$ cat config.mk
export PLATFORM = sky130hd
export DESIGN_NAME = video_timing_probe
export DESIGN_NICKNAME = d
export VERILOG_FILES = /design/src/rtl/video_timing_probe.sv
export SDC_FILE = /design/constraint.sdc
export NUM_CORES = 1
export LEC_CHECK = 0
export BUFFER_PORTS_ARGS = -buffer_cell sky130_fd_sc_hd__buf_2
export CAP_MARGIN = 0
export CORE_ASPECT_RATIO = 1.2
export CORE_MARGIN = 3
export CORE_UTILIZATION = 50
export CTS_CLUSTER_DIAMETER = 40
export CTS_CLUSTER_SIZE = 25
export DETAILED_ROUTE_END_ITERATION = 7
export PLACE_DENSITY = 0.74
export SLEW_MARGIN = 5
export SYNTH_ARGS = -nofsm -noshare
export SYNTH_HDL_FRONTEND = slang
export SYNTH_SLANG_ARGS = --single-unit
$ cat constraint.sdc
create_clock -name clk_vid -period 6.5 [get_ports clk_vid]
set_input_delay 1.95 -clock clk_vid [delete_from_list [all_inputs] [get_ports clk_vid]]
set_output_delay 1.95 -clock clk_vid [all_outputs]
set_load 0.05 [all_outputs]
$ cat src/rtl/video_timing_probe.sv
// Measures line and field timing on ce_pix cycles and publishes h/v totals,
// active sizes and an interlace flag once enough consecutive fields agree.
module video_timing_probe #(
  parameter int CNT_W         = 12,
  parameter int STABLE_FRAMES = 2
) (
  input  logic             clk_vid,
  input  logic             reset_n,
  input  logic             ce_pix,
  input  logic             de,
  input  logic             hs,
  input  logic             vs,
  output logic [CNT_W-1:0] h_total,
  output logic [CNT_W-1:0] h_active,
  output logic [CNT_W-1:0] v_total,
  output logic [CNT_W-1:0] v_active,
  output logic             interlaced,
  output logic             valid,
  output logic             changed
);
  localparam logic [CNT_W-1:0]   CNT_MAX   = '1;
  localparam int                 MATCH_W   = $clog2(STABLE_FRAMES + 1) + 1;
  localparam logic [MATCH_W-1:0] MATCH_TGT = MATCH_W'(STABLE_FRAMES);

  typedef enum logic [1:0] {IDLE, MEASURE, TRACK} state_e;

  typedef struct packed {
    logic [CNT_W-1:0] ht;
    logic [CNT_W-1:0] ha;
    logic [CNT_W-1:0] vt;
    logic [CNT_W-1:0] va;
    logic             il;
  } timing_t;

  function automatic logic [CNT_W-1:0] sat_inc(input logic [CNT_W-1:0] v);
    return (v == CNT_MAX) ? v : v + 1'b1;
  endfunction

  function automatic logic [CNT_W-1:0] max_cnt(input logic [CNT_W-1:0] a,
                                               input logic [CNT_W-1:0] b);
    return (a > b) ? a : b;
  endfunction

  function automatic logic diff_is_one(input logic [CNT_W-1:0] a,
                                       input logic [CNT_W-1:0] b);
    return (a > b) ? ((a - b) == CNT_W'(1)) : ((b - a) == CNT_W'(1));
  endfunction

  logic               hs_d_q, hs_d_d, vs_d_q, vs_d_d;
  logic [CNT_W-1:0]   hcnt_q, hcnt_d, dcnt_q, dcnt_d;
  logic [CNT_W-1:0]   htot_f_q, htot_f_d, hact_f_q, hact_f_d;
  logic [CNT_W-1:0]   vcnt_q, vcnt_d, acnt_q, acnt_d;
  logic               bad_q, bad_d;
  logic [CNT_W-1:0]   prev_vt_q, prev_vt_d, prev_va_q, prev_va_d;
  logic               prev_bad_q, prev_bad_d;
  state_e             state_q, state_d;
  logic               first_q, first_d;
  timing_t            cand_q, cand_d, pub_q, pub_d;
  logic [MATCH_W-1:0] match_q, match_d;
  logic               valid_q, valid_d, changed_q, changed_d, pubd_q, pubd_d;

  logic               hs_rise, vs_rise, fld_bad, cand_bad;
  logic [CNT_W-1:0]   line_tot, line_act;
  timing_t            cand;
  logic [MATCH_W-1:0] match_nxt;

  always_ff @(posedge clk_vid) begin
    if (!reset_n) begin
      hs_d_q     <= 1'b0;
      vs_d_q     <= 1'b0;
      hcnt_q     <= '0;
      dcnt_q     <= '0;
      htot_f_q   <= '0;
      hact_f_q   <= '0;
      vcnt_q     <= '0;
      acnt_q     <= '0;
      bad_q      <= 1'b0;
      prev_vt_q  <= '0;
      prev_va_q  <= '0;
      prev_bad_q <= 1'b0;
      state_q    <= IDLE;
      first_q    <= 1'b0;
      cand_q     <= '0;
      pub_q      <= '0;
      match_q    <= '0;
      valid_q    <= 1'b0;
      changed_q  <= 1'b0;
      pubd_q     <= 1'b0;
    end else begin
      hs_d_q     <= hs_d_d;
      vs_d_q     <= vs_d_d;
      hcnt_q     <= hcnt_d;
      dcnt_q     <= dcnt_d;
      htot_f_q   <= htot_f_d;
      hact_f_q   <= hact_f_d;
      vcnt_q     <= vcnt_d;
      acnt_q     <= acnt_d;
      bad_q      <= bad_d;
      prev_vt_q  <= prev_vt_d;
      prev_va_q  <= prev_va_d;
      prev_bad_q <= prev_bad_d;
      state_q    <= state_d;
      first_q    <= first_d;
      cand_q     <= cand_d;
      pub_q      <= pub_d;
      match_q    <= match_d;
      valid_q    <= valid_d;
      changed_q  <= changed_d;
      pubd_q     <= pubd_d;
    end
  end

  always_comb begin
    hs_d_d     = hs_d_q;
    vs_d_d     = vs_d_q;
    hcnt_d     = hcnt_q;
    dcnt_d     = dcnt_q;
    htot_f_d   = htot_f_q;
    hact_f_d   = hact_f_q;
    vcnt_d     = vcnt_q;
    acnt_d     = acnt_q;
    bad_d      = bad_q;
    prev_vt_d  = prev_vt_q;
    prev_va_d  = prev_va_q;
    prev_bad_d = prev_bad_q;
    state_d    = state_q;
    first_d    = first_q;
    cand_d     = cand_q;
    pub_d      = pub_q;
    match_d    = match_q;
    valid_d    = valid_q;
    changed_d  = 1'b0;
    pubd_d     = pubd_q;
    hs_rise    = hs & ~hs_d_q;
    vs_rise    = vs & ~vs_d_q;
    line_tot   = sat_inc(hcnt_q);
    line_act   = dcnt_q;
    fld_bad    = 1'b0;
    cand_bad   = 1'b0;
    cand       = '0;
    match_nxt  = '0;

    if (ce_pix) begin
      hs_d_d = hs;
      vs_d_d = vs;
      // A line closes before its field so a coincident hs/vs edge counts in the closing field.
      if (hs_rise) begin
        hcnt_d   = '0;
        dcnt_d   = CNT_W'(de);
        htot_f_d = line_tot;
        hact_f_d = max_cnt(hact_f_q, line_act);
        vcnt_d   = sat_inc(vcnt_q);
        if (line_act != '0) acnt_d = sat_inc(acnt_q);
      end else begin
        hcnt_d = sat_inc(hcnt_q);
        if (de) dcnt_d = sat_inc(dcnt_q);
      end
      bad_d = bad_q | (hcnt_d == CNT_MAX) | (dcnt_d == CNT_MAX) |
              (vcnt_d == CNT_MAX) | (acnt_d == CNT_MAX) |
              (hs_rise && (line_tot == CNT_MAX));

      if (vs_rise) begin
        fld_bad  = bad_d;
        cand.ht  = htot_f_d;
        cand.ha  = hact_f_d;
        cand.vt  = max_cnt(vcnt_d, prev_vt_q);
        cand.va  = max_cnt(acnt_d, prev_va_q);
        cand.il  = diff_is_one(vcnt_d, prev_vt_q);
        cand_bad = fld_bad | prev_bad_q;
        match_nxt = (match_q >= MATCH_TGT) ? MATCH_TGT : match_q + 1'b1;

        prev_vt_d  = vcnt_d;
        prev_va_d  = acnt_d;
        prev_bad_d = fld_bad;
        vcnt_d     = '0;
        acnt_d     = '0;
        hact_f_d   = '0;
        bad_d      = 1'b0;

        unique case (state_q)
          IDLE: begin
            state_d = MEASURE;
            first_d = 1'b0;
          end
          MEASURE: begin
            if (!first_q) begin
              first_d = 1'b1;
            end else begin
              cand_d  = cand;
              match_d = '0;
              state_d = TRACK;
            end
          end
          default: begin
            cand_d = cand;
            if ((cand == cand_q) && !cand_bad) begin
              match_d = match_nxt;
              if (match_nxt == MATCH_TGT) begin
                pub_d     = cand;
                valid_d   = 1'b1;
                changed_d = (cand != pub_q) || !pubd_q;
                pubd_d    = 1'b1;
              end
            end else begin
              match_d = '0;
              valid_d = 1'b0;
            end
          end
        endcase
      end
    end
  end

  assign h_total    = pub_q.ht;
  assign h_active   = pub_q.ha;
  assign v_total    = pub_q.vt;
  assign v_active   = pub_q.va;
  assign interlaced = pub_q.il;
  assign valid      = valid_q;
  assign changed    = changed_q;
endmodule

==> out/summary.md <==
The data required time at the worst endpoint is 6.93 ns. The worst setup path is of the in -> reg kind. The final clock period utilization by the worst path works out to 0.9653. Across the routed clock network, the largest skew measured is 0.01954 ns.

The worst slew slack as a fraction of its limit is 0.3147. STA classifies the critical path startpoint as an input pin. Number of instances in the placed design: 2247. Relative contribution of the clock network to total power: 0.520. The shortest period the worst path allows was 6.274 ns; the switching power of the nets was 1009 uW. The number of remaining DRC errors was 0; the flip-flop count of the largest register, all copies and words added was 49. Max-cap violations in this run came to 0. For the pin with the worst max-slew slack, the measured transition is 1.020 ns. VDD sags by at most 236.3 uV.

The run gives 2014 as the net count of the finished layout. Global routing usage on met2: 0.5661. The number of buffers added on ports is 56, and the maximum net fanout on the critical path is 12. The total CTS buffers is 34. Dividing total power by cell area gives a power density of 224.2 mW/mm^2. The number of nets handed over by synthesis was 1872. STA classifies the critical path endpoint as a register. The switching share of total power came out at 0.2708. The routed layout has 14410 vias. Counting flops with a built-in enable in the synthesized netlist gives 0. For this run, the number of Yosys warnings is 0. Yosys mapped the design onto 81 distinct sky130hd cell types. The area growth from synthesis to layout is 21.28%. The share of cells above drive strength 1 works out to 0.1669. STA puts the critical path data arrival time at 6.70 ns. The cell area that synthesis handed to floorplanning was 0.01370 sq mm. The run gives 57 as the number of top-level pins.

The logs give 0 for the number of endpoints with negative hold slack in the final report and 36660 microns for the HPWL reported at the end of detailed placement. The detail route stage leaves a number of antenna-violating nets equal to 0. The global-route wire length before repair is 75940 microns. The path category of the worst min-delay check was reg -> reg.

The detail-routed via count per cell was 6.233. Clock tree synthesis found a total of 207 sinks. The static leakage was 0.006485 uW.

The floorplan die width is 157.1 microns. Counting every instance in the synthesized netlist gives 1810. At the end of routability-driven placement, the weighted congestion stood at 0.9946. After detailed routing, the total wire length is 49330 microns. TritonCTS built the clock tree.

Register share of total power: 0.348. For the global routing met3 resource utilization, the log shows 0.04096. The internal power was 2717 uW. Dividing the detail-routed wire length by the instance count gives 21.34 microns. Setup repair after global routing left no endpoint under its margin. Clock-pin slew was measured on the worst setup and hold paths at 0.06 ns.

The achievable frequency came out at 0.1594 GHz. In the synthesized netlist the dominant register cell turns out to be dfxtp_1. The setup-violating endpoint count in the final report was 0; the post-layout instance count excluding filler cells was 2312. The via count of the first global-routing pass was 13630; the starting utilization of the core area was 0.5137. The number of iterations in the first detailed-routing pass is 5, and the part of the power in combinational logic is 0.132.

The share of async-settable or async-resettable flops after synthesis works out to 0. In this run the mean area of a mapped cell was 7.571 sq um. The tools report the number of max-slew violations in the final report as 0. The run finished with clean final reports. The floorplan step defined a die boundary enclosing 0.02944 sq mm. The met1 track utilization from global routing is 0.3918, and the number of hold buffers added after cts is 0. The count of antenna diodes in the layout is 0. The floorplan has 65 rows. The tools report the clock insertion delay at the later pin of the skew report as 0.51 ns.

The initial DRC count is 1390. The die is 187.4 microns tall. The tools report the maximum number of buffers from clock root to sink as 3.

The cell sitting at the root of the clock tree is a clkbuf_16. Final hold analysis gives a worst-case slack of 0.4573 ns. In this run the number of H-tree levels came out at 2. The register bit total from synthesis came out at 207.

Entering global routing, the biggest net connects 65 pins. The logs give 1 for the initial antenna violation count and 0.3024 for the sequential element share of the synthesized area. The core area came out at 0.02668 sq mm. The global routing stage identified its most utilized layer as met2. The tools report the global-route total usage across every layer as 0.3235. More flip-flops sit in one register than any other, and that register is cand_q. After global routing the overflow that remains totals 0.
-- layout make-up --
cell class	instances	area, sq um
Fill cell	2384	10050
Multi-Input combinational cell	1393	8912
Sequential cell	207	4144
Timing Repair Buffer	224	1574
Clock buffer	43	978.4
Tap cell	335	419.2
Inverter	92	347.8
Clock inverter	18	245.2
-- stage by stage --
stage	power (uW)	setup TNS [ns]	worst slack [ns]	instance area, sq um	utilization
after floorplan	1612	-0.009823	-0.009823	13770	-
after global placement	1790	-11.88	-0.2996	15270	0.5723
after detailed placement	1796	-15.12	-0.3786	15270	0.5723
after CTS	3718	0	0.1414	16490	0.6182
after global routing	3825	0	0.01220	16620	0.6231
final	3726	0	0.2257	16620	0.6231
-- routing by layer --
metal,vias to the layer above,share of wire
met3,146,0.062
met1,6856,0.39
met5,-,0
met2,638,0.50
li1,6771,-
met4,0,0.051
-- worst max-delay path, stage by stage --
cell	delay [ns]
buf_2	0.11
nand3b_1	0.17
or4_4	0.48
mux2i_4	0.25
inv_1	0.10
ha_1	0.32
nand4_1	0.14
nor3_1	0.27
buf_4	0.19
o2bb2ai_1	0.18
buf_4	0.17
a21o_2	0.19
o22ai_1	0.14
nor4_1	0.29
and4_1	0.23
o2111ai_1	0.14
or4_1	0.54
buf_4	0.18
nor2_4	0.12
buf_4	0.16
clkbuf_16	0.18
mux2i_1	0.19
-- layout by cell type, fill, tap and decap left out, types with 11 or more instances in the layout --
| cell type | n |
|---|---|
| a211oi_1 | 56 |
| a21oi_1 | 137 |
| a22oi_1 | 17 |
| and3_1 | 12 |
| buf_2 | 55 |
| buf_4 | 167 |
| clkbuf_16 | 38 |
| dfxtp_1 | 207 |
| ha_1 | 54 |
| inv_1 | 88 |
| mux2i_1 | 76 |
| nand2_1 | 188 |
| nand2b_1 | 37 |
| nand3_1 | 41 |
| nand4_1 | 31 |
| nor2_1 | 235 |
| nor3_1 | 44 |
| nor4_1 | 25 |
| o211ai_1 | 13 |
| o21ai_0 | 78 |
| o22ai_1 | 12 |
| o31ai_1 | 22 |
| o41ai_1 | 11 |
| xnor2_1 | 51 |
| xor2_1 | 51 |
-- logic make-up after synthesis --
kind of cell    share of synthesized area
fa+ha+maj                         0.05222
buf+inv                           0.05934
simple gates                       0.2345
mux                               0.06081
compound gates                     0.2250
flops                              0.3024
xor+xnor                          0.06583
-- repair_timing --
action	CTS	global route
endpoints found under the setup margin	0	54
setup buffers	0	3
gates resized for setup	0	14
-- synthesized netlist by cell type, drive strengths merged, types with 46 or more instances --
cell type / count / area [sq um]
dfxtp: 207 / 4144
a211oi: 57 / 432.9
o21ai: 84 / 420.4
clkbuf: 102 / 384.1
ha: 54 / 675.7
nand2: 189 / 711.9
nor2: 237 / 897.1
inv: 91 / 341.6
xor2: 51 / 446.7
a21oi: 139 / 695.7
nor3: 46 / 230.2
xnor2: 52 / 455.4
mux2i: 81 / 810.8
-- power groups by stage --
stage / Clock, uW / Combinational, uW / Sequential (uW)
after floorplan: 0 / 295 / 1320
after global placement: 0 / 468 / 1320
after detailed placement: 0 / 473 / 1320
after CTS: 1950 / 477 / 1300
after global routing: 2000 / 526 / 1300
final: 1940 / 492 / 1300
-- worst paths after layout --
path,start,to,slack (ns),cells past startpoint
max,hs,v_total[4],0.23,22
max reg2reg,dcnt_q[0],v_total[4],0.85,26
min,cand_q[38],cand_q[38],0.46,2
min reg2reg,cand_q[38],cand_q[38],0.46,2
(Power assumes the default switching activity.)
